<file path="src/rtl/seq_divider.sv">
// Unsigned restoring divider: one quotient bit per clock, WIDTH iterations per operation.
// Results are latched into the output registers only when an operation completes.
module seq_divider #(
    parameter int WIDTH = 16
) (
    input  logic             clk,
    input  logic             rst_n,
    input  logic             start,
    input  logic [WIDTH-1:0] dividend,
    input  logic [WIDTH-1:0] divisor,
    output logic             busy,
    output logic             done,
    output logic [WIDTH-1:0] quotient,
    output logic [WIDTH-1:0] remainder,
    output logic             div_by_zero
);

    localparam int CW = $clog2(WIDTH + 1);

    typedef enum logic [1:0] {
        S_IDLE = 2'd0,
        S_RUN  = 2'd1,
        S_DONE = 2'd2
    } state_t;

    state_t           r_state;
    state_t           w_state_nxt;
    logic [WIDTH-1:0] r_rem;
    logic [WIDTH-1:0] r_quo;
    logic [WIDTH-1:0] r_dsr;
    logic [CW-1:0]    r_cnt;
    logic             r_busy;
    logic             r_done;
    logic [WIDTH-1:0] r_quotient;
    logic [WIDTH-1:0] r_remainder;
    logic             r_dbz;

    logic             w_zero;
    logic             w_last;
    logic             w_ge;
    logic [WIDTH:0]   w_shift;
    logic [WIDTH-1:0] w_rem_nxt;
    logic [WIDTH-1:0] w_quo_nxt;

    assign w_zero  = (divisor == {WIDTH{1'b0}});
    assign w_last  = (r_cnt == CW'(1));
    // Shifted partial remainder carries one extra bit so the compare cannot overflow.
    assign w_shift = {r_rem, r_quo[WIDTH-1]};
    assign w_ge    = (w_shift >= {1'b0, r_dsr});

    // One restoring-division step.
    always_comb begin
        w_rem_nxt = w_shift[WIDTH-1:0];
        w_quo_nxt = {r_quo[WIDTH-2:0], 1'b0};
        if (w_ge) begin
            w_rem_nxt = WIDTH'(w_shift - {1'b0, r_dsr});
            w_quo_nxt = {r_quo[WIDTH-2:0], 1'b1};
        end else begin
            w_rem_nxt = w_shift[WIDTH-1:0];
            w_quo_nxt = {r_quo[WIDTH-2:0], 1'b0};
        end
    end

    // Next-state logic; DONE accepts start exactly like IDLE.
    always_comb begin
        w_state_nxt = r_state;
        case (r_state)
            S_IDLE, S_DONE: begin
                if (start) begin
                    w_state_nxt = w_zero ? S_DONE : S_RUN;
                end else begin
                    w_state_nxt = S_IDLE;
                end
            end
            S_RUN: begin
                if (w_last) begin
                    w_state_nxt = S_DONE;
                end else begin
                    w_state_nxt = S_RUN;
                end
            end
            default: w_state_nxt = S_IDLE;
        endcase
    end

    // State register with registered status flags decoded from the next state.
    always_ff @(posedge clk) begin
        if (!rst_n) begin
            r_state <= S_IDLE;
            r_busy  <= 1'b0;
            r_done  <= 1'b0;
        end else begin
            r_state <= w_state_nxt;
            r_busy  <= (w_state_nxt == S_RUN);
            r_done  <= (w_state_nxt == S_DONE);
        end
    end

    // Operand capture, iteration datapath and result registers.
    always_ff @(posedge clk) begin
        if (!rst_n) begin
            r_rem       <= {WIDTH{1'b0}};
            r_quo       <= {WIDTH{1'b0}};
            r_dsr       <= {WIDTH{1'b0}};
            r_cnt       <= {CW{1'b0}};
            r_quotient  <= {WIDTH{1'b0}};
            r_remainder <= {WIDTH{1'b0}};
            r_dbz       <= 1'b0;
        end else begin
            case (r_state)
                S_IDLE, S_DONE: begin
                    if (start && w_zero) begin
                        r_quotient  <= {WIDTH{1'b1}};
                        r_remainder <= dividend;
                        r_dbz       <= 1'b1;
                    end else if (start) begin
                        r_quo <= dividend;
                        r_dsr <= divisor;
                        r_rem <= {WIDTH{1'b0}};
                        r_cnt <= CW'(WIDTH);
                    end else begin
                        r_cnt <= r_cnt;
                    end
                end
                S_RUN: begin
                    r_rem <= w_rem_nxt;
                    r_quo <= w_quo_nxt;
                    r_cnt <= r_cnt - CW'(1);
                    if (w_last) begin
                        r_quotient  <= w_quo_nxt;
                        r_remainder <= w_rem_nxt;
                        r_dbz       <= 1'b0;
                    end else begin
                        r_dbz <= r_dbz;
                    end
                end
                default: begin
                    r_cnt <= {CW{1'b0}};
                end
            endcase
        end
    end

    assign busy        = r_busy;
    assign done        = r_done;
    assign quotient    = r_quotient;
    assign remainder   = r_remainder;
    assign div_by_zero = r_dbz;

endmodule
</file>
<file path="config.mk">
export PLATFORM = sky130hd
export DESIGN_NAME = seq_divider
export DESIGN_NICKNAME = d
export VERILOG_FILES = /design/src/rtl/seq_divider.sv
export SDC_FILE = /design/constraint.sdc
export NUM_CORES = 1
export LEC_CHECK = 0
export ABC_AREA = 1
export BUFFER_PORTS_ARGS = -buffer_cell sky130_fd_sc_hd__buf_2
export CELL_PAD_IN_SITES_DETAIL_PLACEMENT = 1
export CELL_PAD_IN_SITES_GLOBAL_PLACEMENT = 2
export CORE_MARGIN = 1
export CORE_UTILIZATION = 30
export DETAILED_ROUTE_END_ITERATION = 10
export GPL_TIMING_DRIVEN = 1
export HOLD_SLACK_MARGIN = 0.08
export MAX_ROUTING_LAYER = met4
export PLACE_DENSITY_LB_ADDON = 0.1
export REMOVE_ABC_BUFFERS = 1
export SYNTH_ARGS = -nofsm -noshare
export SYNTH_HDL_FRONTEND = slang
export SYNTH_SLANG_ARGS = --single-unit
</file>
<file path="constraint.sdc">
create_clock -name clk -period 2.45 [get_ports clk]
set_input_delay 0.3675 -clock clk [delete_from_list [all_inputs] [get_ports clk]]
set_output_delay 0.3675 -clock clk [all_outputs]
set_load 0.1 [all_outputs]
</file>
After elaboration in Yosys (flattened, before gate mapping). Index checks and enable logic that the tools add are counted.

Flip-flop bits (word level): 90. Input port bits: 35. Output and inout bits: 35. Word-level logic and storage cells: 56.

$add $sub $neg: 2. Magnitude comparators: 1. Eq/ne operators: 9. Multiplexer cells: 24. Bitwise logic cells: 1. Reduce and logical (&&, ||, !) cells: 9.

Operators with widths (number): $mux 16 (9); $pmux 16 s2 (4); $ge 17x16->1 (1); $logic_not 16->1 (1); $sub 16x16->16 (1); $mux 5 (2); $pmux 5 s2 (1); $reduce_and 3->1 (3); $ne 2x2->1 const B (4); $mux 2 (3); $eq 5x1->1 const B (1); $sub 5x1->5 const B (1); $eq 2x1->1 const B (2); $eq 2x2->1 const B (2); $pmux 2 s2 (1); $mux 1 (3); $logic_not 2->1 (1); $pmux 1 s2 (1); $reduce_and 2->1 (1); $reduce_bool 2->1 (1); $reduce_or 2->1 (1); $logic_and 1x1->1 (1); $not 1->1 (1).

Depth between registers and ports, before layout. Gate-level depths: netlist of run 1.

Depth after elaboration: 5. Mapped depth: 15. Gate-level depth less buffers: 15.

Least setup slack after synthesis of run 1. No wires, ideal clock.

Path kind: register -> register. From: reg r_dsr[12]. To: reg r_remainder[4] (netlist: remainder[4]). Library setup time: 109 ps. Arrival: 1662 ps. Data required time: 2341 ps. Path slack: 680 ps. Cell stages (with the launch flop): 16. Clock period less this slack: 1770 ps. Path through: dfxtp_1 inv_1 ha_1 nand2_1 inv_1 nand2_1 nand2_1 nand2_1 nand2_2 nor2_4 nand2_4 buf_12 nand3_2 nand3_1 nand2_1 inv_1.

Word-level cells in the longest chain between the ends: 4.

Ends and longest elaborated chain: from (decl) (line 30) `logic [WIDTH-1:0] r_dsr;`; from (signal assigned) (line 104) `r_dsr <= {WIDTH{1'b0}};`; from (signal assigned) (line 118) `r_dsr <= divisor;`; $ge 17x16->1 (line 49) `assign w_ge = (w_shift >= {1'b0, r_dsr});`; $mux 16 (line 55) `if (w_ge) begin`; $mux 16 (line 129) `if (w_last) begin`; $pmux 16 s2 (line 110) `case (r_state)`; to (signal assigned) (line 107) `r_remainder <= {WIDTH{1'b0}};`; to (signal assigned) (line 114) `r_remainder <= dividend;`; to (signal assigned) (line 131) `r_remainder <= w_rem_nxt;`; to (decl) (line 35) `logic [WIDTH-1:0] r_remainder;`.

Every way passes these cells. The select of a mux whose other input is x is not followed. A chain may end at the register's enable or synchronous reset.

Worst setup path in the final report of run 1.
From: reg r_rem[8]. To: reg r_rem[11].

Word-level cells in the longest chain between the ends: 3. Elaborated cells on any way between the ends: 4. Classes of those cells: 1 x add/sub; 1 x order compare; 2 x mux.

Ends and longest elaborated chain: from (decl) (line 28) `logic [WIDTH-1:0] r_rem;`; from (signal assigned) (line 102) `r_rem <= {WIDTH{1'b0}};`; from (signal assigned) (line 119) `r_rem <= {WIDTH{1'b0}};`; from (signal assigned) (line 126) `r_rem <= w_rem_nxt;`; $sub 16x16->16 or $ge 17x16->1 (tied branches) (line 56, 49); $mux 16 * (line 55); $pmux 16 s2 * (line 110).

Every way passes the cells marked *; elsewhere a longest branch is shown, timed or not.

==> summary.txt, run 1 <==
STA
  – Final hold vios: 0
  – Highest Clock Rate: 457 MHz
  – Worst relative slew slack: 66.9%
  – Worst slew pin tran: 500 ps
  – Clock Skews: 9.31 ps
  – Minimum clock period: between 2000 and 2500 ps
  – Setup repair after global routing missed its margin: false
  – Final period util: 89.4%
  – Slew Limit Fails: 0
  – Setup violations, final: 0
  – Worst hold margin: 283 ps

Layout
  – Area delta synth->final: 15.6%
  – Final Net Count: 882
  – Area of the multi-input gates: 2670 sq um
  – Reg area: 1800 sq um
  – Final Cell Area: around 6000 sq um
  – FILL cells: ~2200
  – # diodes: 0
  – Final Util: 35.9%
  – Final Non-Filler Cells: ~1100
  – Layout cells sized above 1: 15.6%

Yosys
  – Compound-cell area share of the yosys netlist: roughly 14%
  – Post-synth EDFFs: 0
  – Primary FF master, synth: dfxtp_1
  – Post-synth top area share: 34.6%
  – Synth async-reset ratio: 0%
  – Synth unique cells: 37
  – Simple-gate share of the synthesized area: 31.0%
  – Post-synth top cells: 194 x nand2_1, 133 x inv_1, 90 x dfxtp_1, 54 x nand3_1, 52 x o21ai_0
  – Area share of fa/ha/maj cells after synthesis: 4.70%
  – Largest family of logic cells by synthesized area: simple AND/OR/NAND/NOR gates
  – Synth Instances: just under 800
  – Post-synthesis mux area share: 0%
  – Flops & latches, synth: 90
  – Mapped Area: 5210 sq um
  – Area contributors post-synth: dfxtp_1 35%, nand2_1 14%, inv_1 9.6%
  – Synthesis Warnings: 0
  – Synth Area in XOR/XNOR: roughly 1.2%
  – Leading area contributor after synthesis: dfxtp_1
  – Synth Area per Inst: 6.75 sq um
  – Post-synthesis sequential area ratio: 34.6%
  – Most common cell in the netlist: nand2_1

Setup path
  – Worst-path fanout max: 17
  – Worst path required time: 2760 ps
  – CP max stage cell: ha_1
  – CP max stage delay: 430 ps
  – Setup crit end kind: register
  – Critical R2R Launch: r_rem[8]
  – Delay-heaviest family, CP: simple AND/OR/NAND/NOR gates
  – Worst setup path startpoint: r_rem[8]
  – CP Cell Sequence: ha_1 > nand2_1 > nor2_1 > nand3_4 > nand2_4 > nand3_1 > nand3_1 > nand2_1 > inv_1
  – Startpoint Class: register
  – CP arrival: 2500 ps
  – Critical path class: register to register
  – Worst Path Buf+Inv: 1

Route
  – DR vias/cell: 4.82
  – Initial DRC Count: approximately 160
  – Vias: about 5000
  – DR pass1 iterations: 4
  – Routed len/inst: 15.6 microns
  – DRC: 0
  – WL final: roughly 16000 microns
  – Routed Antenna Nets: 0

Run
  – Max-cap violations: 0

Clock network
  – Postcts setup bufs: 0
  – Clock Path Buffers: 2
  – CTS buffer count: 9
  – Clock slew at reported path FFs: 80 ps
  – Clock tree sinks: 90
  – H-tree Lvls: 3
  – Clock Latency Late Sink: roughly 370 ps
  – CTS tree: yes
  – CTS Hold Buffers Added: 0
  – Clk Tree Root Cell: clkbuf_16
  – PostCTS Resize Cnt: 0

Power and ir drop
  – Maximum vdd drop: 0.362 mV
  – Total Power: roughly 4600 uW
  – PD cells: 760 nW/um^2
  – Leak: 0.00322 uW

Placement
  – Dpl cells: 1037
  – IO buf count: 69
  – Post-detail-place hpwl: 12400 microns
  – Placer congestion estimate: roughly 0.83
  – Cell Area, Placed: 5730 sq um

Global routing
  – Met2 Usage GRT: 33.1%
  – Most congested layer reported by global routing: met2
  – Met1 usage: 24.8%
  – Met3 Use GR: roughly 3.0%
  – Global route overflow: 0
  – GRT Util Overall: 20.0%
  – Largest net degree at the start of global routing: 67
  – First-pass GRT wire length: roughly 27000 microns
  – Initial antenna violation count: 0
  – Number of global-route vias before repair: 5181

Die
  – Die width: about 130 microns
  – Initial Util: a little under a third
  – Core Rows: 47
  – IO Count: 70
  – Die Y: 134 microns
  – Die footprint: 17900 sq um
  – CORE AREA: ~17000 sq um

Outcome
  – Outcome: finished, final reports clean

Min path
  – Hold path start: dividend[2]
  – Worst min-delay path category: primary input to register
[layout make-up]
cell class	instances	area share, %
clock buffer	10	3.97
clock inverter	6	0.955
inverter	136	8.47
multi-input combinational	510	44.3
sequential	90	29.9
tap	220	4.57
timing repair buffer	81	7.85
[power by group]
part           internal [uW]  leakage [uW]  switching [uW]
logic                    439       0.00235            1070
registers               1570      0.000736            78.3
clock network            736      0.000139             680
[metal layers]
layer | wire length [microns] | part of all wire, %
met1 | 7810 | 48
met2 | 7720 | 47
met3 | 586 | 3.6
met4 | 301 | 1.8
met5 | 0 | 0
[stage by stage]
step	TNS, ps	setup WS [ps]
after floorplan	-152630	-2750
final	0	260
after global placement	0	234
after global routing	0	40.0
after CTS	0	187
after detailed placement	0	217
[logic make-up (layout without fill, tap and decap cells)]
family	Yosys count	count (layout)
AND/OR/NAND/NOR	349	349
buffers and inverters	172	233
AO/OA/AOI/OAI	135	135
flip-flops	90	90
adder cells (fa/ha/maj)	19	19
XOR/XNOR	7	7
[registers in the layout, indices dropped and copies added (netlist names)]
register and flops:
remainder 16, div_by_zero 1, r_dsr 16, r_cnt 5, r_state 2, r_rem 16, quotient 16, done 1
busy 1, r_quo 16
[worst min-delay path: cells and delay by family]
family / cells / cell delay [ps]
AND/OR/NAND/NOR: 1 / 60
AO/OA/AOI/OAI: 1 / 70
buffers and inverters: 1 / 110
[final timing paths]
path | end | slack, ps | cells past startpoint
max | r_rem[11] | 260 | 9
min | r_quo[2] | 280 | 3
min reg2reg | r_dsr[5] | 460 | 2
max reg2reg | r_rem[11] | 260 | 9
[cell usage in the layout (no fill, tap or decap), drive strengths merged]
cell type	netlist	routed
nand2	200	200
and2	2	2
and3	1	1
fa	1	1
clkbuf	24	10
ha	18	18
nor2	49	49
a21oi	52	52
nor3	4	4
inv	135	138
clkinvlp	0	2
o21ai	52	52
dfxtp	90	90
o211ai	16	16
nand4	22	22
nand3	68	68
buf	12	81
xor2	6	6
or2	3	3
xnor2	1	1
clkinv	1	2
a31oi	15	15
Power figures use the tool's default switching activity.
==> run 2: changes to the inputs <==
--- a/config.mk
+++ b/config.mk
@@ -15,7 +15,7 @@
 export GPL_TIMING_DRIVEN = 1
 export HOLD_SLACK_MARGIN = 0.08
 export MAX_ROUTING_LAYER = met4
-export PLACE_DENSITY_LB_ADDON = 0.1
+export PLACE_DENSITY = 0.8
 export REMOVE_ABC_BUFFERS = 1
 export SYNTH_ARGS = -nofsm -noshare
 export SYNTH_HDL_FRONTEND = slang
==> run 2 against run 1 <==
Core utilization up 0.31 points. Global-route usage about the same. Register-to-register slack about the same. First-iteration DRC count up 43%. Combinational power increased by 6%. Wire length up 1.9%. Non-clock buffer count increased by 9. Highest routed layer unchanged.
==> summary.txt, run 2 (synthesis gave the netlist of run 1 again) <==
Outcome
  – Outcome: finished, final reports clean

Setup path
  – Critical R2R Launch: r_dsr[7]
  – CP endpoint: remainder[8]
  – Worst reg-to-reg path cell count: 13 (+4)
  – Setup crit end kind: register
  – Worst-path fanout max: 10 (-7)
  – Worst path required time: 2750 ps (about the same)
  – CP arrival: 2480 ps (-20 ps)
  – Startpoint Class: register
  – RR Endpoint: remainder[8]
  – Worst setup path startpoint: r_dsr[7]
  – R2R Setup Slk: 270 ps (about the same)
  – Critical path class: register to register

Run
  – Max-cap violations: 0 (unchanged)

Route
  – WL final: 16700 microns (+1.9%)
  – Routed len/inst: 15.8 microns (+1.1%)
  – DRC: 0 (unchanged)
  – Routed Antenna Nets: 0 (unchanged)
  – Vias: 5130 (+1.1%)
  – Initial DRC Count: 230 (+43%)
  – DR vias/cell: 4.84 (+0.30%)
  – DR pass1 iterations: 4 (unchanged)

Layout
  – Area delta synth->final: 16.5%
  – Final Util: 36.3% (+0.31 points)
  – Layout cells sized above 1: 16.4% (+0.80 points)
  – Most frequent cells in the layout: 194 x nand2_1, 133 x inv_1, 90 x dfxtp_1
  – FILL cells: 2209 (+1.9%)
  – Commonest non-fill, non-tap cell in the layout: nand2_1
  – Final Net Count: 891 (+1.0%)
  – # diodes: 0 (unchanged)
  – Final Cell Area: 6080 sq um (+0.85%)
  – Final Non-Filler Cells: 1061 (+0.76%)

Global routing
  – First-pass GRT wire length: 27300 microns (+0.94%)
  – Number of global-route vias before repair: 5289 (+2.1%)
  – GRT Util Overall: 20.0% (about the same)
  – Global route overflow: 0 (unchanged)
  – Initial antenna violation count: 0 (unchanged)
  – Largest net degree at the start of global routing: 56 (-16%)

STA
  – Final period util: 89.2% (-0.21 points)
  – Clock Skews: 4.78 ps (-4.53 ps)
  – Setup violations, final: 0 (unchanged)
  – Slew Limit Fails: 0 (unchanged)
  – Final hold vios: 0 (unchanged)
  – Highest Clock Rate: 458 MHz (+0.24%)
  – Minimum clock period: 2180 ps (-5.20 ps)
  – Worst slew pin tran: 652 ps (+152 ps)
  – Setup repair after global routing missed its margin: false
  – Worst hold margin: 296 ps (+12.9 ps)
  – Worst relative slew slack: 56.5% (-10 points)

Power and ir drop
  – PD cells: 766 nW/um^2 (+0.82%)
  – Maximum vdd drop: 0.375 mV (+3.4%)
  – Leak: 0.00326 uW (+1.3%)

Clock network
  – CTS tree: yes
  – Clk Tree Root Cell: clkbuf_16
  – H-tree Lvls: 3 (unchanged)
  – Clock tree sinks: 90 (unchanged)
  – CTS Hold Buffers Added: 0 (unchanged)
  – Clock slew at reported path FFs: 70 ps (about the same)
  – Clock Path Buffers: 2 (unchanged)
  – Clock Latency Late Sink: 350 ps (-20 ps)
  – CTS buffer count: 9 (unchanged)

Placement
  – Placer congestion estimate: 0.832 (-0.18%)
  – Cell Area, Placed: 5700 sq um (-0.44%)
  – Dpl cells: 1037 (unchanged)
  – IO buf count: 69 (unchanged)
  – Post-detail-place hpwl: 12600 microns (+1.9%)

Die
  – Core Rows: 47 (unchanged)
  – Die footprint: 17900 sq um (unchanged)
  – CORE AREA: 16800 sq um (unchanged)
  – Die Y: 134 microns (unchanged)
  – Initial Util: 31.1% (unchanged)
  – Die width: 134 microns (unchanged)
  – IO Count: 70 (unchanged)

Min path
  – Worst min-delay path category: primary input to register
run 2: cell types whose count changed in the layout (fill, tap and decap cells not counted), sizes merged:
cell	change
buf	+8
bufinv	+1
clkinv	+1
clkinvlp	-1
inv	-1
run 2: per-layer routing:
metal	track usage (%)	up-vias	share of wire [%]
met5	-	-	0
met4	5.43	0	1.3
met3	3.02	16	3.2
met2	33.2	86	48
met1	25.2	2433	48
li1	-	2595	-
run 2: worst min path at each step:
stage / startpoint / endpoint / cells past startpoint
after global routing: dividend[10] / r_quo[10] / 3
after CTS: dividend[2] / r_quo[2] / 3
final: dividend[10] / r_quo[10] / 3
after global placement: r_dsr[2] / r_dsr[2] / 2
after detailed placement: r_dsr[12] / r_dsr[12] / 2
after floorplan: r_dsr[10] / r_dsr[10] / 2
run 2: per-stage QoR:
stage               setup TNS, ps  setup slack (ps)  power, uW
finish                          0               266       4650
global route                    0              36.7       4950
CTS                             0              69.6       4620
detailed placement              0               102       3190
global placement                0               153       3150
floorplan                 -152630             -2750       2720
run 2: worst max-delay path, stage by stage (launching register included):
cell and delay [ps]:
dfxtp_1 310, inv_1 70, ha_1 400, nand2_2 120, nor2_4 160, nand3_2 110
nand3_2 120, nand3_4 160, nand2_8 180, clkbuf_8 200, nand3_2 80, nand3_1 90
nand2_1 70, inv_1 60
run 2: final cells by class:
cell class / count / area [sq um] / share of cell area (%)
clock buffer: 9 / 225 / 3.71
tap: 220 / 275 / 4.53
timing repair buffer: 90 / 522 / 8.59
inverter: 136 / 510 / 8.40
sequential: 90 / 1800 / 29.7
multi-input combinational: 510 / 2680 / 44.0
clock inverter: 6 / 65.1 / 1.07
run 2: where the power goes:
part	total, uW	internal, uW	switching, uW
sequential	1650	1570	76.6
combinational	1600	499	1100
clock	1410	789	619
run 2: what timing repair did:
| item | in CTS | in global routing |
|---|---|---|
| setup endpoints to repair | 0 | 32 |
| gates resized for setup | 0 | 1 |
| buffers inserted | 0 | 9 |
